==> src/rtl/neuron_mac_if.sv <==
// Handshake bundle between the input stream, weight memory read port and activation stage.
// Latency: none, wiring only.
// Backpressure: in_ready is returned from the MAC; the weight port has none.
interface neuron_mac_if #(
  parameter int DATA_WIDTH    = 16,
  parameter int ADDRESS_WIDTH = 10
);
  logic                     in_valid;
  logic [DATA_WIDTH-1:0]    in_data;
  logic                     in_ready;
  logic                     w_r_en;
  logic [ADDRESS_WIDTH-1:0] w_r_add;
  logic [DATA_WIDTH-1:0]    w_in;
  logic [DATA_WIDTH-1:0]    out_data;
  logic                     out_valid;

  // Upstream / memory / downstream side
  modport master (
    output in_valid, in_data, w_in,
    input  in_ready, w_r_en, w_r_add, out_data, out_valid
  );

  // Neuron MAC side
  modport slave (
    input  in_valid, in_data, w_in,
    output in_ready, w_r_en, w_r_add, out_data, out_valid
  );
endinterface

==> src/rtl/neuron_mac.sv <==
// Neuron multiply-accumulate: sum(in*w) + BIAS, rounded down and saturated to DATA_WIDTH.
// Latency: last input transfer in cycle T -> out_valid pulse in cycle T+3.
// Backpressure: in_ready drops for the two cycles that drain and sum each frame.
module neuron_mac #(
  parameter int NUM_WEIGHT    = 3,
  parameter int ADDRESS_WIDTH = 10,
  parameter int DATA_WIDTH    = 16,
  parameter int FRAC_BITS     = 8,
  parameter int ACC_WIDTH     = 40,
  parameter logic signed [DATA_WIDTH-1:0] BIAS = '0
) (
  input  logic          clk,
  input  logic          rst,
  neuron_mac_if.slave   bus
);

  typedef enum logic [1:0] {S_ACC, S_WAIT, S_SUM} state_t;

  localparam logic [ADDRESS_WIDTH-1:0] CNT_LAST = ADDRESS_WIDTH'(NUM_WEIGHT - 1);
  // Bias aligned to the accumulator's 2*FRAC_BITS binary point
  localparam logic signed [ACC_WIDTH-1:0] BIAS_ACC =
    {{(ACC_WIDTH-DATA_WIDTH){BIAS[DATA_WIDTH-1]}}, BIAS} <<< FRAC_BITS;
  localparam logic signed [ACC_WIDTH-1:0] OUT_MAX =
    {{(ACC_WIDTH-DATA_WIDTH+1){1'b0}}, {(DATA_WIDTH-1){1'b1}}};
  localparam logic signed [ACC_WIDTH-1:0] OUT_MIN =
    {{(ACC_WIDTH-DATA_WIDTH+1){1'b1}}, {(DATA_WIDTH-1){1'b0}}};

  state_t                          state, state_nxt;
  logic [ADDRESS_WIDTH-1:0]        count;
  logic                            in_rdy;
  logic                            xfer;
  logic                            sum_en;
  logic                            s1_vld;
  logic signed [DATA_WIDTH-1:0]    s1_data;
  logic signed [2*DATA_WIDTH-1:0]  prod;
  logic signed [ACC_WIDTH-1:0]     prod_ext;
  logic signed [ACC_WIDTH-1:0]     acc;
  logic signed [ACC_WIDTH-1:0]     biased;
  logic signed [ACC_WIDTH-1:0]     shifted;
  logic [DATA_WIDTH-1:0]           result;
  logic [DATA_WIDTH-1:0]           out_data_q;
  logic                            out_valid_q;

  assign xfer         = bus.in_valid & in_rdy;
  assign bus.in_ready = in_rdy;
  assign bus.w_r_en   = xfer;
  assign bus.w_r_add  = count;
  assign bus.out_data = out_data_q;
  assign bus.out_valid = out_valid_q;

  // State register
  always_ff @(posedge clk or posedge rst) begin
    if (rst) state <= S_ACC;
    else     state <= state_nxt;
  end

  // Next-state: the last input of a frame starts the two-cycle drain
  always_comb begin
    state_nxt = state;
    case (state)
      S_ACC:   if (xfer && count == CNT_LAST) state_nxt = S_WAIT;
      S_WAIT:  state_nxt = S_SUM;
      S_SUM:   state_nxt = S_ACC;
      default: state_nxt = S_ACC;
    endcase
  end

  // State outputs; in_ready is also gated by rst so nothing is accepted during reset
  always_comb begin
    in_rdy = 1'b0;
    sum_en = 1'b0;
    case (state)
      S_ACC:   in_rdy = ~rst;
      S_SUM:   sum_en = 1'b1;
      default: ;
    endcase
  end

  // Input index, doubles as the weight memory address
  always_ff @(posedge clk or posedge rst) begin
    if (rst)       count <= '0;
    else if (xfer) count <= (count == CNT_LAST) ? '0 : count + ADDRESS_WIDTH'(1);
  end

  // Stage 1: hold the input while the weight memory read completes
  always_ff @(posedge clk or posedge rst) begin
    if (rst) begin
      s1_vld  <= 1'b0;
      s1_data <= '0;
    end else begin
      s1_vld <= xfer;
      if (xfer) s1_data <= $signed(bus.in_data);
    end
  end

  // Full-precision product, sign-extended to the accumulator
  always_comb begin
    prod     = s1_data * $signed(bus.w_in);
    prod_ext = {{(ACC_WIDTH-2*DATA_WIDTH){prod[2*DATA_WIDTH-1]}}, prod};
  end

  // Stage 2: accumulate; cleared when the frame result is captured
  always_ff @(posedge clk or posedge rst) begin
    if (rst)         acc <= '0;
    else if (sum_en) acc <= '0;
    else if (s1_vld) acc <= acc + prod_ext;
  end

  // Add bias, drop fraction with floor, clamp to the output range
  always_comb begin
    biased  = acc + BIAS_ACC;
    shifted = biased >>> FRAC_BITS;
    if (shifted > OUT_MAX)      result = OUT_MAX[DATA_WIDTH-1:0];
    else if (shifted < OUT_MIN) result = OUT_MIN[DATA_WIDTH-1:0];
    else                        result = shifted[DATA_WIDTH-1:0];
  end

  // Output register: data holds between one-cycle valid pulses
  always_ff @(posedge clk or posedge rst) begin
    if (rst) begin
      out_data_q  <= '0;
      out_valid_q <= 1'b0;
    end else begin
      out_valid_q <= sum_en;
      if (sum_en) out_data_q <= result;
    end
  end

endmodule

==> src/flat_wrapper.sv <==
// flat-port wrapper written by rule: the top's interface ports become plain ports
module neuron_mac_flat 
#(
  parameter int NUM_WEIGHT    = 3,
  parameter int ADDRESS_WIDTH = 10,
  parameter int DATA_WIDTH    = 16,
  parameter int FRAC_BITS     = 8,
  parameter int ACC_WIDTH     = 40,
  parameter logic signed [DATA_WIDTH-1:0] BIAS = '0
)
  (clk, rst, bus_in_valid, bus_in_data, bus_w_in, bus_in_ready, bus_w_r_en, bus_w_r_add, bus_out_data, bus_out_valid);
  neuron_mac_if #(.DATA_WIDTH(DATA_WIDTH), .ADDRESS_WIDTH(ADDRESS_WIDTH)) bus_i ();
  input  logic clk;
  input  logic rst;
  input wire logic [$bits(bus_i.in_valid)-1:0] bus_in_valid;
  input wire logic [$bits(bus_i.in_data)-1:0] bus_in_data;
  input wire logic [$bits(bus_i.w_in)-1:0] bus_w_in;
  output wire logic [$bits(bus_i.in_ready)-1:0] bus_in_ready;
  output wire logic [$bits(bus_i.w_r_en)-1:0] bus_w_r_en;
  output wire logic [$bits(bus_i.w_r_add)-1:0] bus_w_r_add;
  output wire logic [$bits(bus_i.out_data)-1:0] bus_out_data;
  output wire logic [$bits(bus_i.out_valid)-1:0] bus_out_valid;
  assign bus_i.in_valid = bus_in_valid;
  assign bus_i.in_data = bus_in_data;
  assign bus_i.w_in = bus_w_in;
  assign bus_in_ready = bus_i.in_ready;
  assign bus_w_r_en = bus_i.w_r_en;
  assign bus_w_r_add = bus_i.w_r_add;
  assign bus_out_data = bus_i.out_data;
  assign bus_out_valid = bus_i.out_valid;
  neuron_mac #(.NUM_WEIGHT(NUM_WEIGHT), .ADDRESS_WIDTH(ADDRESS_WIDTH), .DATA_WIDTH(DATA_WIDTH), .FRAC_BITS(FRAC_BITS), .ACC_WIDTH(ACC_WIDTH), .BIAS(BIAS)) u_core (.clk(clk), .rst(rst), .bus(bus_i));
endmodule
==> config.mk <==
export PLATFORM = sky130hd
export DESIGN_NAME = neuron_mac_flat
export DESIGN_NICKNAME = d
export VERILOG_FILES = /design/src/rtl/neuron_mac_if.sv /design/src/rtl/neuron_mac.sv /design/src/flat_wrapper.sv
export SDC_FILE = /design/constraint.sdc
export NUM_CORES = 1
export LEC_CHECK = 0
export ABC_AREA = 1
export CORE_AREA = 2 2 206 208
export DETAILED_ROUTE_END_ITERATION = 10
export DIE_AREA = 0 0 208 210
export PLACE_DENSITY = 0.56
export SYNTH_ARGS = -nofsm -noshare
export SYNTH_HDL_FRONTEND = slang
export SYNTH_SLANG_ARGS = --single-unit
==> constraint.sdc <==
create_clock -name clk -period 6.7 [get_ports clk]
set_input_delay 0.67 -clock clk [delete_from_list [all_inputs] [get_ports clk]]
set_output_delay 0.67 -clock clk [all_outputs]
set_load 0.02 [all_outputs]
==> run metrics, run 1 <==
Area Growth Syn to Fin 10.9%; drt total wl 45900 microns; Buf+Inv Stages, Crit Path 7; drt drc 0; Final HPWL DP 39400 microns; Vert. Die Dim 210 microns; Starting DRT DRC Count 769; num ports 64; post-route cell area 19100 sq um; NumNets Final 2782; worst slew pin tran 1.24 ns; CTS root buffer clkbuf_16; Final WS setup 0.263 ns; Critical Path Max Stage Delay 0.70 ns; Syn Area/Cell 7.69 sq um; Final Setup Violations 0; skew final 0.0124 ns; Initial Util 41.5%; RePlAce Congestion 0.931; r2r setup slk 0.39 ns; CTS sink cnt 86; Hold WS 0.491 ns; Setup TNS 0 ns; CP max FO 8; H-Tree Level Count 3; largest net degree at the start of global routing 65; Slowest cell on crit path fa_1; endpoint class of the critical path flip-flop; top cell type's share of synthesized area 38.3%; dpl ws -0.0958 ns; RSZ-0062 raised after global routing false; initial antenna violation count 0; hold crit path type reg2reg; met2 wire length 22200 microns; CP required 6.96 ns; Final Critical Period 6.44 ns; CTS tree done; CTS Buf Count 9; clk slew on worst S/H paths 0.07 ns; Post-DRT Antenna Nets 0; critical path class in2reg; Met1 Wirelength 21200 microns; Die Wd 208 microns; # port buffers 63; Slew HR 17.4%; reg2reg end u_core.acc[33]; Max Buffers Root-to-Sink 2; die area 43700 sq um; worst skew pair latency 0.39 ns; top cells by area, synth fa_1 38%, inv_1 14%, nand2_1 14%; worst r2r src u_core.s1_data[8]; FF+latch area 2150 sq um; DR WL met3 1620 microns; Hold Crit Endpoint u_core.bus.out_data[7]; fmax 155 MHz; vias 13.5k; setup bufs post-CTS 0; post-synth cell types 39; status finished clean; Post-synth ARST share 100%; Post-Syn Area 17200 sq um; Inserted Diodes 0; CP dominant cell by count fa_1; Yosys reg bits 86; Mapped Cells 2239; syn nets 2721; Seq/Total Area, Yosys 12.5%; first-pass GRT wire length 76600 microns; Multi-input gate area 12200 sq um; area of placed instances 18800 sq um; per-cell routed wire length 16.1 microns; CP Cell Sequence clkdlybuf4s50_1, buf_4, nand2_1, fa_1, inv_1, fa_1, inv_1, fa_1, inv_1, fa_1, fa_1, inv_1, fa_1, inv_1, ha_1, a21oi_1, nand2_1, o21bai_1, a21oi_1, nand3_1, nand3_1, nand2_1; grt ovf 0; Max-Cap Viols 0; Max Slew Vio Count 0; Yosys top cell by area fa_1; EDFF count, synth 0; share of layout cells above drive strength 1 6.25%; Critical Path Source Type input port; Hold Violations, Final 0; filler instances 4190; synth warn 0; Main synth FF type dfrtp_1; drt first pass iters 6; FF-to-FF path depth 23; Max Used Layer met4; Avg Vias per Cell 4.73; All-Layer GR Usage 22.3%; vias in the first global route 14.1k; crit path DAT 6.70 ns; Period Utilization, post-route 96.1%; hold path startpoint u_core.bus.out_data[7]; core area 41500 sq um; Cell Rows 75; Hold Path Stages 2; largest delay contributor family on the critical path adder cells
timing repair:
action                     CTS  global route
setup endpoints to repair    0             4
gates resized for setup      0             2
hold buffers                 0             0
sequential cells by signal (all words and copies together), names as in the netlist:
register,flops
u_core.bus.w_r_add,10
u_core.bus.out_data,16
u_core.acc,40
u_core.s1_data,16
u_core.bus.out_valid,1
u_core.s1_vld,1
u_core.state,2
cell type report:
cell class              instances  share of cell area [%]
flip-flops and latches         86                    11.3
multi-input cells            1404                    64.1
inverters                     672                    13.2
repair buffers                127                    6.11
clock inverters                 7                   0.629
well taps                     539                    3.53
clock buffers                   9                    1.18
placed cells by master, fill, tap and decap left out, types with 5 or more instances in the layout:
cell type          n
ha_1             117
buf_4             59
nand4_1           16
a21oi_2            6
inv_1            656
dfrtp_1           86
a22o_1             5
nor2_4             6
o21ai_0           40
xor2_1             5
nor3_1             8
o21ai_1            6
clkbuf_16          9
nand2_1          623
fa_1             330
o21bai_1           8
nand3_2            5
nor2_2             7
nand3_1           53
clkdlybuf4s50_1   62
nor2_1            88
a21oi_1           34
nand2_2           19
xnor2_1            6
inv_2             15
cell families (layout without fill, tap and decap cells):
kind of cell             after synthesis  in the layout  synth area share, %
AO/OA/AOI/OAI                        109            109                 3.63
adder cells (fa/ha/maj)              447            447                 46.8
buffers and inverters                749            815                 16.4
XOR/XNOR                              11             11                0.559
AND/OR/NAND/NOR                      837            837                 20.0
flip-flops                            86             86                 12.5
worst min-delay path: cells and delay by family, from the launching register on:
| family | cells | cell delay (ns) |
|---|---|---|
| DFF | 1 | 0.35 |
| and+or+nand+nor | 2 | 0.11 |
cells in the mapped netlist (12+ instances only):
cell type / n
nand3_1: 53
nand2_2: 19
nor2_1: 89
dfrtp_1: 86
inv_2: 15
o21ai_0: 40
clkbuf_1: 63
fa_1: 330
inv_1: 657
nand2_1: 623
buf_2: 12
ha_1: 117
nand4_1: 16
a21oi_1: 34
per-stage QoR:
step	cells	util, %
final	2844	46.1
after global routing	2844	46.1
after CTS	2844	46.1
after detailed placement	2828	45.2
after global placement	2828	45.2
after floorplan	2239	-
routing by layer:
layer / up-vias / global-route usage, %
met3: 42 / 2.28
met5: - / 0
met1: 6712 / 31.4
met2: 229 / 37.2
li1: 6475 / -
met4: 0 / 5.75
worst max path at each step:
stage | from | endpoint | slack [ns] | cells past startpoint
after floorplan | bus_w_in[5] | u_core.acc[39] | 0.55 | 24
after global placement | bus_w_in[7] | u_core.acc[33] | -0.12 | 25
after detailed placement | bus_w_in[7] | u_core.acc[33] | -0.1 | 25
after CTS | bus_w_in[7] | u_core.acc[33] | 0.29 | 25
after global routing | bus_w_in[2] | u_core.acc[33] | 0.02 | 26
final | bus_w_in[4] | u_core.acc[33] | 0.26 | 22
Power of run 1 is not shown: default switching activity piles up to over one toggle a cycle in this logic, so the estimate is an artifact.
==> run 2, diff against run 1 <==
- TNS_END_PERCENT: default -> 30
- clock period: 6.7 -> 6.75 ns (I/O delays scaled with it)
==> run 2 against run 1 <==
  * Setup slack better by 0.026 ns
  * Die area stayed put
  * Sequential share of layout area hardly changed
  * Utilization fell by 0.17 points
  * Count of clock-buffer cells in the layout is the same
  * Clock skew rose by 0.00093 ns
  * Flip-flop and latch count unchanged
  * Critical path depth increased by 4
  * Critical endpoint is now u_core.acc[21]
  * Largest cell class unchanged
  * Highest routed layer unchanged
==> run metrics, run 2 (same netlist as run 1, synthesis figures left out) <==
status finished clean; skew final 0.0134 ns (+0.000934 ns); Slowest cell on crit path clkdlybuf4s50_1; Final Setup Violations 0 (unchanged); largest net degree at the start of global routing 65 (unchanged); CP max FO 7 (-1); most frequent cells in the layout 656 x inv_1, 623 x nand2_1, 330 x fa_1; Inserted Diodes 0 (unchanged); most common cell after layout, fill and taps aside inv_1; RSZ-0062 raised after global routing false; RePlAce Congestion 0.948 (+1.8%); area of placed instances 18700 sq um (-0.28%); initial antenna violation count 0 (unchanged); Initial Util 41.5% (unchanged); NumNets Final 2775 (-0.25%); worst slew pin tran 1.00 ns (-0.234 ns); worst r2r src u_core.s1_data[5]; max reg flops 40 (unchanged); Final Critical Period 6.46 ns; CTS root buffer clkbuf_16; crit path DAT 6.79 ns (+0.09 ns); H-Tree Level Count 3 (unchanged); Period Utilization, post-route 95.7%; num ports 64 (unchanged); post-route cell area 19000 sq um (-0.38%); Avg Vias per Cell 4.71 (-0.50%); Area Growth Syn to Fin 10.5%; Max-Cap Viols 0 (unchanged); worst skew pair latency 0.39 ns (about the same); CP required 7.08 ns (+0.12 ns); vias in the first global route 13.9k (-1.3%); All-Layer GR Usage 22.6% (+0.29 points); Final HPWL DP 39600 microns (+0.40%); drt drc 0 (unchanged); Die Wd 208 microns (unchanged); Hold Violations, Final 0 (unchanged); Cell Rows 75 (unchanged); Max Buffers Root-to-Sink 2 (unchanged); vias 13.4k (-0.74%); setup bufs post-CTS 0 (unchanged); core area 41500 sq um (unchanged); drt first pass iters 5 (-1); critical path class in2reg; Largest Register u_core.acc; CTS sink cnt 86 (unchanged); dpl ws -0.167 ns (-0.0709 ns); Starting DRT DRC Count 812 (+5.6%); largest delay contributor family on the critical path adder cells; Critical Path Max Stage Delay 0.64 ns (-0.06 ns); endpoint class of the critical path flip-flop; Critical Path Source Type input port; fmax 155 MHz; Final WS setup 0.289 ns (+0.0260 ns); CTS tree done; per-cell routed wire length 16.2 microns (+0.29%); clk slew on worst S/H paths 0.08 ns (about the same); first-pass GRT wire length 76800 microns (+0.31%); Vert. Die Dim 210 microns (unchanged); CTS Hold Bufs 0 (unchanged); filler instances 4199 (+0.21%); final core occ 45.9% (-0.17 points); die area 43700 sq um (unchanged); Multi-input gate area 12200 sq um (unchanged); CTS Buf Count 9 (unchanged); Post-DRT Antenna Nets 0 (unchanged); Buf+Inv Stages, Crit Path 8 (+1); Worst Setup SP bus_w_in[9]; grt ovf 0 (unchanged); hold crit path type reg2reg; hold path startpoint u_core.bus.out_data[3]; # port buffers 63 (unchanged); drt total wl 45900 microns (about the same); share of layout cells above drive strength 1 5.96% (-0.29 points); Max Slew Vio Count 0 (unchanged); FF+latch area 2150 sq um (unchanged); Slew HR 33.1% (+16 points); post-cts resize count 0 (unchanged)
run 2: worst register-to-register path: cells and delay by family (launching register included):
family          cells  cell delay, ns
buf+inv             6            0.35
fa+ha+maj           7            3.61
compound gates      1            0.24
flops               1            0.90
simple gates       10            1.14
run 2: metal layers:
metal	share of wire (%)	track usage, %	vias up
met3	3.9	2.55	47
met2	47	36.5	258
met5	0	0	-
li1	-	-	6470
met4	2.1	5.87	0
met1	47	32.5	6583
run 2: through the flow:
| stage | std cells | hold slack, ns | setup TNS [ns] |
|---|---|---|---|
| 3_5_place_dp | 2821 | 0.466 | -0.730 |
| 4_1_cts | 2837 | 0.493 | 0 |
| 6_report | 2837 | 0.488 | 0 |
| 5_1_grt | 2837 | 0.513 | 0 |
| 3_3_place_gp | 2821 | 0.466 | -0.633 |
| 2_1_floorplan | 2239 | 0.458 | 0 |
run 2: area by class of cell:
type | count | share of cell area [%]
sequential | 86 | 11.3
timing repair buffer | 120 | 5.84
multi-input combinational | 1404 | 64.3
tap | 539 | 3.54
clock buffer | 9 | 1.18
clock inverter | 7 | 0.545
inverter | 672 | 13.3
run 2: final timing paths:
| path | endpoint | slack [ns] | depth (start not counted) |
|---|---|---|---|
| min in group asynchronous | u_core.state[0] | 0.65 | 2 |
| worst max register to register | u_core.acc[21] | 0.46 | 24 |
| worst min register to register | u_core.bus.out_data[3] | 0.49 | 2 |
| worst min-delay path | u_core.bus.out_data[3] | 0.49 | 2 |
| max in group asynchronous | u_core.s1_data[9] | 4.78 | 3 |
| worst max-delay path | u_core.acc[21] | 0.29 | 26 |
Power of run 2 is left out for the same reason.
==> run 3, diff against run 2 <==
- clock period: 6.75 -> 6.49 ns (I/O delays scaled with it)
==> run 3 against run 2 <==
  * Critical path depth shrank 2
  * Setup slack lost 0.054 ns
  * Highest routed layer unchanged
  * Utilization up 1.1 points
==> run metrics, run 3 (same netlist as run 1, synthesis figures left out) <==
status finished clean; All-Layer GR Usage 23.1% (+0.44 points); Post-DRT Antenna Nets 0 (unchanged); # port buffers 63 (unchanged); Setup TNS 0 ns (unchanged); CP required 6.76 ns (-0.32 ns); Cell Rows 75 (unchanged); RePlAce Congestion 0.930 (-1.8%); Vert. Die Dim 210 microns (unchanged); Final HPWL DP 40200 microns (+1.6%); Max Buffers Root-to-Sink 2 (unchanged); CTS sink cnt 86 (unchanged); NumNets Final 2828 (+1.9%); drt drc 0 (unchanged); max reg flops 40 (unchanged); RSZ-0062 raised after global routing true; drt total wl 46900 microns (+2.1%); Final Critical Period 6.26 ns; hold crit path type reg2reg; vias in the first global route 14.6k (+4.6%); CTS Buf Count 9 (unchanged); core area 41500 sq um (unchanged); Slew HR 20.2% (-13 points); dpl ws -0.172 ns (-0.00496 ns); Avg Vias per Cell 4.76 (+1.2%); Final WS setup 0.235 ns (-0.0543 ns); filler instances 4226 (+0.64%); worst skew pair latency 0.39 ns (about the same); CTS root buffer clkbuf_16; Starting DRT DRC Count 684 (-16%); Inserted Diodes 0 (unchanged); Max Slew Vio Count 0 (unchanged); most frequent cells in the layout 656 x inv_1, 623 x nand2_1, 330 x fa_1; Critical Path Source Type input port; Area Growth Syn to Fin 13.2%; first-pass GRT wire length 78800 microns (+2.6%); largest net degree at the start of global routing 61 (-6.2%); worst slew pin tran 1.20 ns (+0.192 ns); initial antenna violation count 0 (unchanged); H-Tree Level Count 3 (unchanged); skew final 0.0132 ns (-0.000180 ns); clk slew on worst S/H paths 0.07 ns (about the same); vias 13.8k (+3.1%); Period Utilization, post-route 96.4%; Die Wd 208 microns (unchanged); CTS tree done; share of layout cells above drive strength 1 8.21% (+2.2 points); Hold Violations, Final 0 (unchanged); CP max FO 6 (-1); critical path class in2reg; Initial Util 41.5% (unchanged); fmax 160 MHz; post-route cell area 19500 sq um (+2.4%); post-cts resize count 0 (unchanged); grt ovf 0 (unchanged); most common cell after layout, fill and taps aside inv_1; setup bufs post-CTS 0 (unchanged); Largest Register u_core.acc; Max-Cap Viols 0 (unchanged); Final Setup Violations 0 (unchanged); drt first pass iters 7 (+2); num ports 64 (unchanged); die area 43700 sq um (unchanged); per-cell routed wire length 16.2 microns (+0.26%); CTS Hold Bufs 0 (unchanged); endpoint class of the critical path flip-flop; area of placed instances 19200 sq um (+2.4%); final core occ 47.0% (+1.1 points); crit path DAT 6.52 ns (-0.27 ns)
-- run 3: changes by cell type in the layout (fill, tap and decap cells not counted), moves of 2 or more --
cell,previous run,this run
buf_4,53,102
nor2_1,88,86
nor2_2,7,9
clkinv_4,0,2
buf_12,4,8
-- run 3: per-layer routing --
layer | global-route usage (%) | wire length, microns | vias up | share of wire (%)
met5 | 0 | 0 | - | 0
met4 | 7.02 | 1140 | 0 | 2.4
met3 | 2.03 | 1900 | 47 | 4.0
met2 | 38.2 | 22500 | 293 | 48
met1 | 32.3 | 21300 | 6855 | 46
li1 | - | - | 6575 | -
-- run 3: worst max-delay path, stage by stage --
cell             delay [ns]
clkdlybuf4s50_1        0.61
nand2_1                0.18
fa_1                   0.59
inv_1                  0.07
fa_1                   0.48
inv_1                  0.12
buf_12                 0.17
fa_1                   0.47
inv_1                  0.05
fa_1                   0.50
fa_1                   0.50
inv_1                  0.05
fa_1                   0.48
inv_1                  0.04
ha_1                   0.35
nand2_1                0.13
nor2_1                 0.17
inv_1                  0.12
o21bai_1               0.31
inv_1                  0.08
nand3_1                0.18
nand2_1                0.07
nand2_1                0.06
o22ai_1                0.08
-- run 3: final timing paths --
check,from,end,slack (ns),cells after the start
max in group asynchronous,rst,u_core.s1_data[1],4.53,3
hold / removal,u_core.bus.out_data[4],u_core.bus.out_data[4],0.49,2
setup / recovery,bus_w_in[4],u_core.acc[25],0.23,24
hold reg to reg,u_core.bus.out_data[4],u_core.bus.out_data[4],0.49,2
setup reg to reg,u_core.s1_data[6],u_core.acc[25],0.39,20
min in group asynchronous,rst,u_core.bus.out_data[14],0.67,2
-- run 3: per-stage QoR --
stage          cells  hold slack [ns]
2_1_floorplan   2239            0.458
3_3_place_gp    2874            0.470
3_5_place_dp    2874            0.466
4_1_cts         2890            0.485
5_1_grt         2890            0.509
6_report        2890            0.487
-- run 3: layout make-up --
type	count	area, sq um	area share [%]
timing repair buffer	173	1560	8.01
multi-input combinational	1404	12300	62.9
tap	539	674	3.46
inverter	672	2520	12.9
sequential	86	2150	11.0
clock buffer	10	239	1.23
clock inverter	6	93.8	0.481
Power of run 3 is left out for the same reason.
